$ cat src/rtl/proc_tx_pkg.sv
// ============================================================================
// Module      : proc_tx_pkg
// Description : Shared definitions for the processor-result UART transmitter.
//               Holds the record layout, the header nibble, the number of
//               bytes per record, the serializer state encoding and a helper
//               that selects one byte out of a record.
// Config      : PROC_TX_PARITY_EN adds the PARITY serializer state.
// Revision    : 1.0 - initial release
// ============================================================================
`default_nettype none

package proc_tx_pkg;

  localparam logic [3:0] HDR_NIBBLE    = 4'hA;
  localparam int         BYTES_PER_REC = 3;
  localparam int         REC_W         = 20;

  // Record field layout: bit 19 = halt, 18 = I, 17 = Z, 16 = S, 15:0 = out.
  typedef struct packed {
    logic        halt;
    logic        i;
    logic        z;
    logic        s;
    logic [15:0] out;
  } rec_t;

`ifdef PROC_TX_PARITY_EN
  typedef enum logic [2:0] {
    ST_IDLE   = 3'd0,
    ST_START  = 3'd1,
    ST_DATA   = 3'd2,
    ST_PARITY = 3'd3,
    ST_STOP   = 3'd4
  } tx_state_t;
`else
  typedef enum logic [1:0] {
    ST_IDLE  = 2'd0,
    ST_START = 2'd1,
    ST_DATA  = 2'd2,
    ST_STOP  = 2'd3
  } tx_state_t;
`endif

  // Byte 0 is the header {A, halt, I, Z, S}, then out[15:8], then out[7:0].
  function automatic logic [7:0] rec_byte(input rec_t rec, input logic [1:0] idx);
    logic [7:0] b;
    case (idx)
      2'd0:    b = {HDR_NIBBLE, rec.halt, rec.i, rec.z, rec.s};
      2'd1:    b = rec.out[15:8];
      default: b = rec.out[7:0];
    endcase
    return b;
  endfunction

endpackage

`default_nettype wire

$ cat src/rtl/proc_tx_fifo.sv
// ============================================================================
// Module      : proc_tx_fifo
// Description : Synchronous record FIFO with full/empty flags. The head entry
//               is presented combinationally on o_rdata. When full, a push is
//               still accepted if a pop happens on the same edge.
// Ports       : clk, rst_n (async, active-low), i_push, i_pop, i_wdata,
//               o_rdata, o_full, o_empty
// Revision    : 1.0 - initial release
// ============================================================================
`default_nettype none

module proc_tx_fifo #(
  parameter int WIDTH = 20,
  parameter int DEPTH = 8
) (
  input  logic             clk,
  input  logic             rst_n,
  input  logic             i_push,
  input  logic             i_pop,
  input  logic [WIDTH-1:0] i_wdata,
  output logic [WIDTH-1:0] o_rdata,
  output logic             o_full,
  output logic             o_empty
);

  localparam int           AW     = $clog2(DEPTH);
  localparam logic [AW:0]  C_FULL = (AW+1)'(DEPTH);

  logic [WIDTH-1:0] r_mem [DEPTH];
  logic [AW-1:0]    r_wr_ptr;
  logic [AW-1:0]    r_rd_ptr;
  logic [AW:0]      r_count;
  logic             w_do_push;
  logic             w_do_pop;

  assign o_full    = (r_count == C_FULL);
  assign o_empty   = (r_count == '0);
  assign w_do_pop  = i_pop & ~o_empty;
  assign w_do_push = i_push & (~o_full | w_do_pop);
  assign o_rdata   = r_mem[r_rd_ptr];

  always_ff @(posedge clk) begin
    if (w_do_push) r_mem[r_wr_ptr] <= i_wdata;
  end

  // Pointers wrap naturally because DEPTH is a power of two.
  always_ff @(posedge clk or negedge rst_n) begin
    if (!rst_n) begin
      r_wr_ptr <= '0;
      r_rd_ptr <= '0;
      r_count  <= '0;
    end else begin
      if (w_do_push) r_wr_ptr <= r_wr_ptr + 1'b1;
      if (w_do_pop)  r_rd_ptr <= r_rd_ptr + 1'b1;
      case ({w_do_push, w_do_pop})
        2'b10:   r_count <= r_count + 1'b1;
        2'b01:   r_count <= r_count - 1'b1;
        default: r_count <= r_count;
      endcase
    end
  end

endmodule

`default_nettype wire

$ cat src/rtl/proc_out_uart_tx.sv
// ============================================================================
// Module      : proc_out_uart_tx
// Description : Watches the processor result interface, queues a record for
//               every change of the output word plus one final record when
//               HALT rises, and streams each record as three UART bytes.
// Ports       : clk, reset (async, active-low), out_in[15:0], i_in, z_in,
//               s_in, halt_in -> tx (idle high), busy, overflow (sticky),
//               done (sticky, HALT record fully sent)
// Config      : PROC_TX_PARITY_EN selects 8E1 framing; default is 8N1.
// Revision    : 1.0 - initial release
// ============================================================================
`default_nettype none

module proc_out_uart_tx
  import proc_tx_pkg::*;
#(
  parameter int CLKS_PER_BIT = 87,
  parameter int FIFO_DEPTH   = 8
) (
  input  logic        clk,
  input  logic        reset,
  input  logic [15:0] out_in,
  input  logic        i_in,
  input  logic        z_in,
  input  logic        s_in,
  input  logic        halt_in,
  output logic        tx,
  output logic        busy,
  output logic        overflow,
  output logic        done
);

  localparam int            CW          = (CLKS_PER_BIT > 1) ? $clog2(CLKS_PER_BIT) : 1;
  localparam logic [CW-1:0] C_BIT_LAST  = CW'(CLKS_PER_BIT - 1);
  localparam logic [1:0]    C_BYTE_LAST = 2'(BYTES_PER_REC - 1);

  // Capture side
  logic [15:0] r_last_out;
  logic        r_halt_seen;
  logic        w_change;
  logic        w_halt;
  logic        w_push;
  rec_t        w_push_rec;

  // FIFO
  rec_t        w_head;
  logic        w_pop;
  logic        w_full;
  logic        w_empty;

  // Serializer
  tx_state_t     r_state;
  logic [CW-1:0] r_clk_cnt;
  logic [2:0]    r_bit_idx;
  logic [1:0]    r_byte_idx;
  rec_t          r_rec;
  logic [7:0]    r_byte;

  // Once HALT has been recorded nothing else is captured until reset.
  assign w_change   = (out_in != r_last_out) & ~r_halt_seen;
  assign w_halt     = halt_in & ~r_halt_seen;
  assign w_push     = w_change | w_halt;
  assign w_push_rec = {w_halt, i_in, z_in, s_in, out_in};

  assign w_pop = (r_state == ST_IDLE) & ~w_empty;
  assign busy  = (r_state != ST_IDLE) | ~w_empty;

  always_ff @(posedge clk or negedge reset) begin
    if (!reset) begin
      r_last_out  <= '0;
      r_halt_seen <= 1'b0;
      overflow    <= 1'b0;
    end else begin
      // last_out tracks the input even when the record is dropped.
      if (w_change) r_last_out <= out_in;
      if (w_halt)   r_halt_seen <= 1'b1;
      if (w_push && w_full && !w_pop) overflow <= 1'b1;
    end
  end

  proc_tx_fifo #(
    .WIDTH (REC_W),
    .DEPTH (FIFO_DEPTH)
  ) u_fifo (
    .clk     (clk),
    .rst_n   (reset),
    .i_push  (w_push),
    .i_pop   (w_pop),
    .i_wdata (w_push_rec),
    .o_rdata (w_head),
    .o_full  (w_full),
    .o_empty (w_empty)
  );

  always_ff @(posedge clk or negedge reset) begin
    if (!reset) begin
      r_state    <= ST_IDLE;
      r_clk_cnt  <= '0;
      r_bit_idx  <= '0;
      r_byte_idx <= '0;
      r_rec      <= '0;
      r_byte     <= '0;
      tx         <= 1'b1;
      done       <= 1'b0;
    end else begin
      case (r_state)
        ST_IDLE: begin
          tx <= 1'b1;
          if (w_pop) begin
            r_rec      <= w_head;
            r_byte     <= rec_byte(w_head, 2'd0);
            r_byte_idx <= 2'd0;
            r_clk_cnt  <= '0;
            tx         <= 1'b0;
            r_state    <= ST_START;
          end
        end

        ST_START: begin
          if (r_clk_cnt == C_BIT_LAST) begin
            r_clk_cnt <= '0;
            r_bit_idx <= 3'd0;
            tx        <= r_byte[0];
            r_state   <= ST_DATA;
          end else begin
            r_clk_cnt <= r_clk_cnt + 1'b1;
          end
        end

        ST_DATA: begin
          if (r_clk_cnt == C_BIT_LAST) begin
            r_clk_cnt <= '0;
            if (r_bit_idx == 3'd7) begin
`ifdef PROC_TX_PARITY_EN
              tx      <= ^r_byte;
              r_state <= ST_PARITY;
`else
              tx      <= 1'b1;
              r_state <= ST_STOP;
`endif
            end else begin
              r_bit_idx <= r_bit_idx + 3'd1;
              tx        <= r_byte[r_bit_idx + 3'd1];
            end
          end else begin
            r_clk_cnt <= r_clk_cnt + 1'b1;
          end
        end

`ifdef PROC_TX_PARITY_EN
        ST_PARITY: begin
          if (r_clk_cnt == C_BIT_LAST) begin
            r_clk_cnt <= '0;
            tx        <= 1'b1;
            r_state   <= ST_STOP;
          end else begin
            r_clk_cnt <= r_clk_cnt + 1'b1;
          end
        end
`endif

        ST_STOP: begin
          if (r_clk_cnt == C_BIT_LAST) begin
            r_clk_cnt <= '0;
            if (r_byte_idx != C_BYTE_LAST) begin
              // Next byte of the same record follows with no idle gap.
              r_byte_idx <= r_byte_idx + 2'd1;
              r_byte     <= rec_byte(r_rec, r_byte_idx + 2'd1);
              tx         <= 1'b0;
              r_state    <= ST_START;
            end else begin
              if (r_rec.halt) done <= 1'b1;
              r_state <= ST_IDLE;
            end
          end else begin
            r_clk_cnt <= r_clk_cnt + 1'b1;
          end
        end

        default: begin
          tx      <= 1'b1;
          r_state <= ST_IDLE;
        end
      endcase
    end
  end

endmodule

`default_nettype wire

$ cat config.mk
export PLATFORM = sky130hd
export DESIGN_NAME = proc_out_uart_tx
export DESIGN_NICKNAME = d
export VERILOG_FILES = /design/src/rtl/proc_tx_pkg.sv /design/src/rtl/proc_tx_fifo.sv /design/src/rtl/proc_out_uart_tx.sv
export SDC_FILE = /design/constraint.sdc
export NUM_CORES = 1
export LEC_CHECK = 0
export ABC_CLOCK_PERIOD_IN_PS = 11700
export CORE_MARGIN = 3
export CORE_UTILIZATION = 35
export CTS_BUF_LIST = sky130_fd_sc_hd__clkbuf_8 sky130_fd_sc_hd__clkbuf_16
export DETAILED_ROUTE_END_ITERATION = 8
export GPL_TIMING_DRIVEN = 0
export PLACE_DENSITY = 0.59
export RECOVER_POWER = 100
export SETUP_SLACK_MARGIN = 0.02
export SYNTH_ARGS = -nofsm -noshare
export SYNTH_HDL_FRONTEND = slang
export SYNTH_SLANG_ARGS = --single-unit
$ cat constraint.sdc
create_clock -name clk -period 11.7 [get_ports clk]
set_input_delay 1.755 -clock clk [delete_from_list [all_inputs] [get_ports clk]]
set_output_delay 1.755 -clock clk [all_outputs]
set_load 0.1 [all_outputs]
# --- Word-level counts from Yosys, hierarchy flattened ---
# Memory sizes are Yosys's and may differ from the RTL's.
# Cells that the tools add are included.
# W data, S select, Z words.
word_totals:
  ff_bits: 72
  ram_bits: 160
  input_bits: 22
  output_inout_bits: 4
  wordCells: 109
  memories: 1
memory_table:
  columns: ["memory", "depth", "word_bits", "rd", "rd_clocked_by_memory_dff", "write_ports", "line", "rtl"]
  rows:
  - ["u_fifo.r_mem", 8, 20, 1, 0, 1, "proc_tx_fifo.sv:29", "logic [WIDTH-1:0] r_mem [DEPTH];"]
classes:
  addsub: 7
  magnitude_cmp: 1
  n_eq_ne: 18
  mux: 35
  n_bitwise: 12
  n_reduce_logical: 17
op_table:
  columns: ["op", "count"]
  rows:
  - ["$pmux W8 S2", 2]
  - ["$mux W8", 3]
  - ["$mux W2", 8]
  - ["$ne A16 B16 Y1", 1]
  - ["$reduce_and A4 Y1", 4]
  - ["$mux W7", 2]
  - ["$ne A2 B2 Y1 const B", 7]
  - ["$pmux W7 S2", 1]
  - ["$mux W1", 10]
  - ["$add A3 B1 Y3 const B", 3]
  - ["$mux W3", 3]
  - ["$pmux W2 S4", 1]
  - ["$pmux W4 S2", 1]
  - ["$reduce_bool A2 Y1", 4]
  - ["$add A7 B1 Y7 const B", 1]
  - ["$eq A7 B7 Y1 const B", 1]
  - ["$eq A2 B1 Y1 const B", 3]
  - ["$eq A2 B2 Y1 const B", 3]
  - ["$pmux W3 S2", 1]
  - ["$and A1 B1 Y1", 5]
  - ["$reduce_and A5 Y1", 1]
  - ["$add A4 B1 Y4 const B", 1]
  - ["$eq A4 B4 Y1 const B", 1]
  - ["$logic_not A2 Y1", 2]
  - ["other kinds (15)", 21]

# --- Logic depth before layout (Yosys ltp) ---
logic_depth:
  word_depth: 8
  depth_mapped: 13
  mapped_depth_nobuf: 12

# --- Modules after synthesis ---
# Synthesis repeated with hierarchy kept, for this count alone.
unflattened:
  hier_cells: 575
  hier_area_um2: 9993.3
by_module_without_submodules:
  columns: ["mod", "n_inst", "cells_each", "area_per_inst_um2", "seq_area_each_um2"]
  rows:
  - ["proc_tx_fifo", 1, 313, 6900.4, 5054.8]
  - ["proc_out_uart_tx", 1, 262, 3093.0, 1552.7]

# --- Worst setup path before layout ---
# OpenSTA, ideal clock, no wires.
synth_timing:
  kind: "in2reg"
  from: "input port out_in[9]"
  to: "memory u_fifo.r_mem[2][0] (enable)"
  setup_time_ns: 0.456
  arrival_ns: 4.796
  required_time_ns: 11.244
  setup_slack_ns: 6.448
  path_stages: 6
  n_path_buf: 1
  cell_sequence: "xor2_1 nor4_1 a41oi_4 o21ai_2 buf_6 nor4b_1"
synth_between:
  elab_chain_len: 6
synth_rtl:
  columns: ["element", "line", "rtl"]
  rows:
  - ["start: declaration", "proc_out_uart_tx.sv:22", "input logic [15:0] out_in,"]
  - ["$ne A16 B16 Y1", "proc_out_uart_tx.sv:60", "assign w_change = (out_in != r_last_out) & ~r_halt_seen;"]
  - ["$and A1 B1 Y1", "proc_out_uart_tx.sv:60", null]
  - ["$or A1 B1 Y1", "proc_out_uart_tx.sv:62", "assign w_push = w_change | w_halt;"]
  - ["$and A1 B1 Y1", "proc_tx_fifo.sv:39", "assign w_do_push = i_push & (~o_full | w_do_pop);"]
  - ["$mux W1", "proc_tx_fifo.sv:43", "if (w_do_push) r_mem[r_wr_ptr] <= i_wdata;"]
  - ["$mux W1 (implied by the code)", "proc_tx_fifo.sv:43", null]
  - ["end: declaration", "proc_tx_fifo.sv:29", null]
# No other way between the ends.

# --- Final worst setup path ---
layout_timing:
  from: "input port out_in[14]"
  to: "memory u_fifo.r_mem[6][10] (enable)"
# The elaborated chain is that of the path after synthesis.

==> metrics.md <==
| Metric | Value |
|---|---|
| Outcome | complete, but fails checks |
| Failing checks | capacitance limit, slew limit |
| Full die area | 0.0297 mm² |
| Critical path class | input port to register |
| WP data required | 11840 ps |
| Worst EP arrival | 6490 ps |
| Fmax | 0.157 GHz |
| Total track usage | 0.135 |
| Final WS setup | 5350 ps |
| Root Driver | clkbuf_16 |
| CTS clk-pin slew, worst paths | 60 ps |
| Area Overhead vs Synth | 16.7% |
| Num Clock Sinks | 232 |
| Post-route clock period utilization | 0.543 |
| Worst-Skew Late Latency | 520 ps |
| Largest net degree at the start of global routing | 65 |
| Synth cell types | 51 |
| Setup TNS | 0 ps |
| CTS tree | done |
| First-pass GRT wire length | 30.9 mm |
| Critical R2R Launch | r_last_out[8] |
| Fillers | 2421 |
| Post-DP Area | 0.0106 mm² |
| CTS HTree Levels | 1 |
| Total routed wirelength | 19.4 mm |
| DRT iter0 DRCs | 366 |
| MaxCap Viol Count | 1 |
| Boundary Pins | 26 |
| Vias per cell | 5.03 |
| FF-to-FF setup slack | 7020 ps |
| Final setup fails | 0 |
| Core area | 0.0271 mm² |
| Routed via count | 5184 |
| Syn avg cell area | 17.0 µm² |
| Share of layout cells above drive strength 1 | 0.164 |
| Critical Path Fanout Max | 10 |
| HP Class | register to register |
| Clock Tree Buf Depth | 3 |
| Slew Viols, Final | 65 |
| Vias in the first global route | 5477 |
| RePlAce Congestion | 0.751 |
| Die H | 172 µm |
| Sequential cell area | 0.00661 mm² |
| Pre-CTS setup slack | 6110 ps |
| Sequential share of the synthesized area | 0.682 |
| Hold-fix buffers at CTS | 0 |
| CP Capture Type | register |
| Pwr/cell area | 161 mW/mm² |
| Rows | 60 |
| Die X | 172 µm |
| Clock skew | 12.6 ps |
| Ys Warns | 0 |
| Initial Util | 0.357 |
| Synth Flop Type | edfxtp_1 |
| Post-layout minimum cycle time | 6350 ps |
| Antenna-violating nets left | 0 |
| CTS buffer count | 25 |
| Synthesized area | 0.00968 mm² |
| Post-CTS sizing | 0 |
| Number of buffers added on ports | 25 |
| GRT overflow | 0 |
| Least-Margin Pin Slew | 3620 ps |
| #FFs+latches synth | 232 |
| Final hold violation count | 0 |
| RSZ-0062 raised after global routing | no |
| Dpl hpwl | 13.8 mm |
| Worst slew margin | -1.41 |
| NumNets Final | 679 |
| Worst vdd ir | 0.0000975 V |
| Synth Net Count | 608 |
| Post-synth EDFFs | 160 |
| Antenna violations before repair | 0 |
| LEAKAGE | 3.96 nW |
| Min-delay src | done |
| Routed len/inst | 18.8 µm |
| 1st-pass router iterations | 5 |
| # DRC | 0 |
| Post-layout util | 0.417 |
| Multi-input gate area | 0.00283 mm² |
| Synthesized instance count | 568 |
| Final Cell Area | 0.0113 mm² |
| Post-CTS Setup Bufs | 0 |
| Synth async-reset ratio | 0.310 |
| Crit start category | input port |
| Ant. Diodes | 0 |
| Crit path from | out_in[14] |
registers in the layout, indices dropped and copies added (netlist names):
signal           flops
r_clk_cnt            7
r_state              2
u_fifo.r_rd_ptr      3
tx                   1
r_last_out          16
u_fifo.r_count       4
done                 1
r_bit_idx            3
r_byte               8
u_fifo.r_mem       160
overflow             1
r_rec               20
r_halt_seen          1
r_byte_idx           2
u_fifo.r_wr_ptr      3
cell families (layout without fill, tap and decap cells):
group,count (synthesis),in the layout,synth area share
muxes,94,94,0.159
and+or+nand+nor,88,88,0.0461
AOI/OAI and AO/OA,73,73,0.0486
DFF,232,232,0.682
adders and majority gates,18,18,0.0240
xor gates and xnor gates,24,24,0.0217
buffers and inverters,39,129,0.0186
layout by cell type (no fill, tap or decap), types with 8 or more instances in the layout:
cell,instances
mux2_1,9
inv_1,17
dlygate4sd3_1,24
nor3_1,8
edfxtp_1,160
mux2_2,19
nand2_1,38
mux2i_1,24
nor2_1,9
xor2_1,18
mux4_2,42
dfrtp_1,71
ha_1,17
clkbuf_16,26
o21ai_0,40
clkbuf_1,38
a21oi_1,9
Yosys cell counts, drive strengths merged (3+ instances only):
cell type	number	area [µm²]
a32o	6	60.1
buf	16	93.8
xor2	18	158
mux4	42	946
and3	3	18.8
edfxtp	160	4800
nor4b	3	26.3
mux2	28	349
nor2	9	33.8
nor4	6	50.0
dfrtp	71	1780
nand3	7	35.0
mux2i	24	240
nand2b	4	25.0
nor2b	3	18.8
clkbuf	11	41.3
nor3	8	40.0
nand2	38	143
ha	17	213
inv	12	45.0
xnor2	6	52.6
o21ai	40	204
a21oi	9	45.0
metrics by stage:
stage / instances / hold slack, ps / power (mW)
floorplan: 568 / 450 / 0.951
global placement: 965 / 465 / 0.975
detailed placement: 984 / 465 / 0.984
CTS: 1030 / 482 / 1.85
global route: 1030 / 501 / 1.88
finish: 1030 / 480 / 1.82
worst max-delay path, cell delays in order:
cell           delay [ps]
dlygate4sd3_1         780
xor2_1                210
nor4_1                 70
a41oi_1              1120
o21ai_0               280
clkbuf_1              350
nor3_1                870
clkbuf_1              490
clkbuf_1              540
report_power, final:
part / total [mW] / switching [mW] / internal (mW)
Combinational: 0.0560 / 0.0324 / 0.0236
Sequential: 0.901 / 0.00995 / 0.892
Clock: 0.858 / 0.307 / 0.550
layout make-up:
type	instances	area share
clock inverters	14	0.0175
well taps	372	0.0412
repair buffers	44	0.0279
plain buffers	27	0.00952
multi-input cells	297	0.251
clock buffers	32	0.0649
inverters	12	0.00398
flip-flops and latches	232	0.585
per-layer routing:
layer  track usage  up-vias  part of all wire
met2         0.237      113              0.51
li1              -     2347                 -
met5             0        -                 0
met4        0.0288        0             0.020
met3        0.0199       29             0.042
met1         0.179     2695              0.43
worst paths after layout:
kind | endpoint | cells past startpoint
hold reg to reg | done | 1
setup / recovery | u_fifo.r_mem[6][10] | 9
max in group asynchronous | r_last_out[11] | 2
min in group asynchronous | r_clk_cnt[4] | 1
hold / removal | done | 1
setup reg to reg | u_fifo.r_mem[6][10] | 8
No activity file was read; power rests on OpenSTA's default activity.
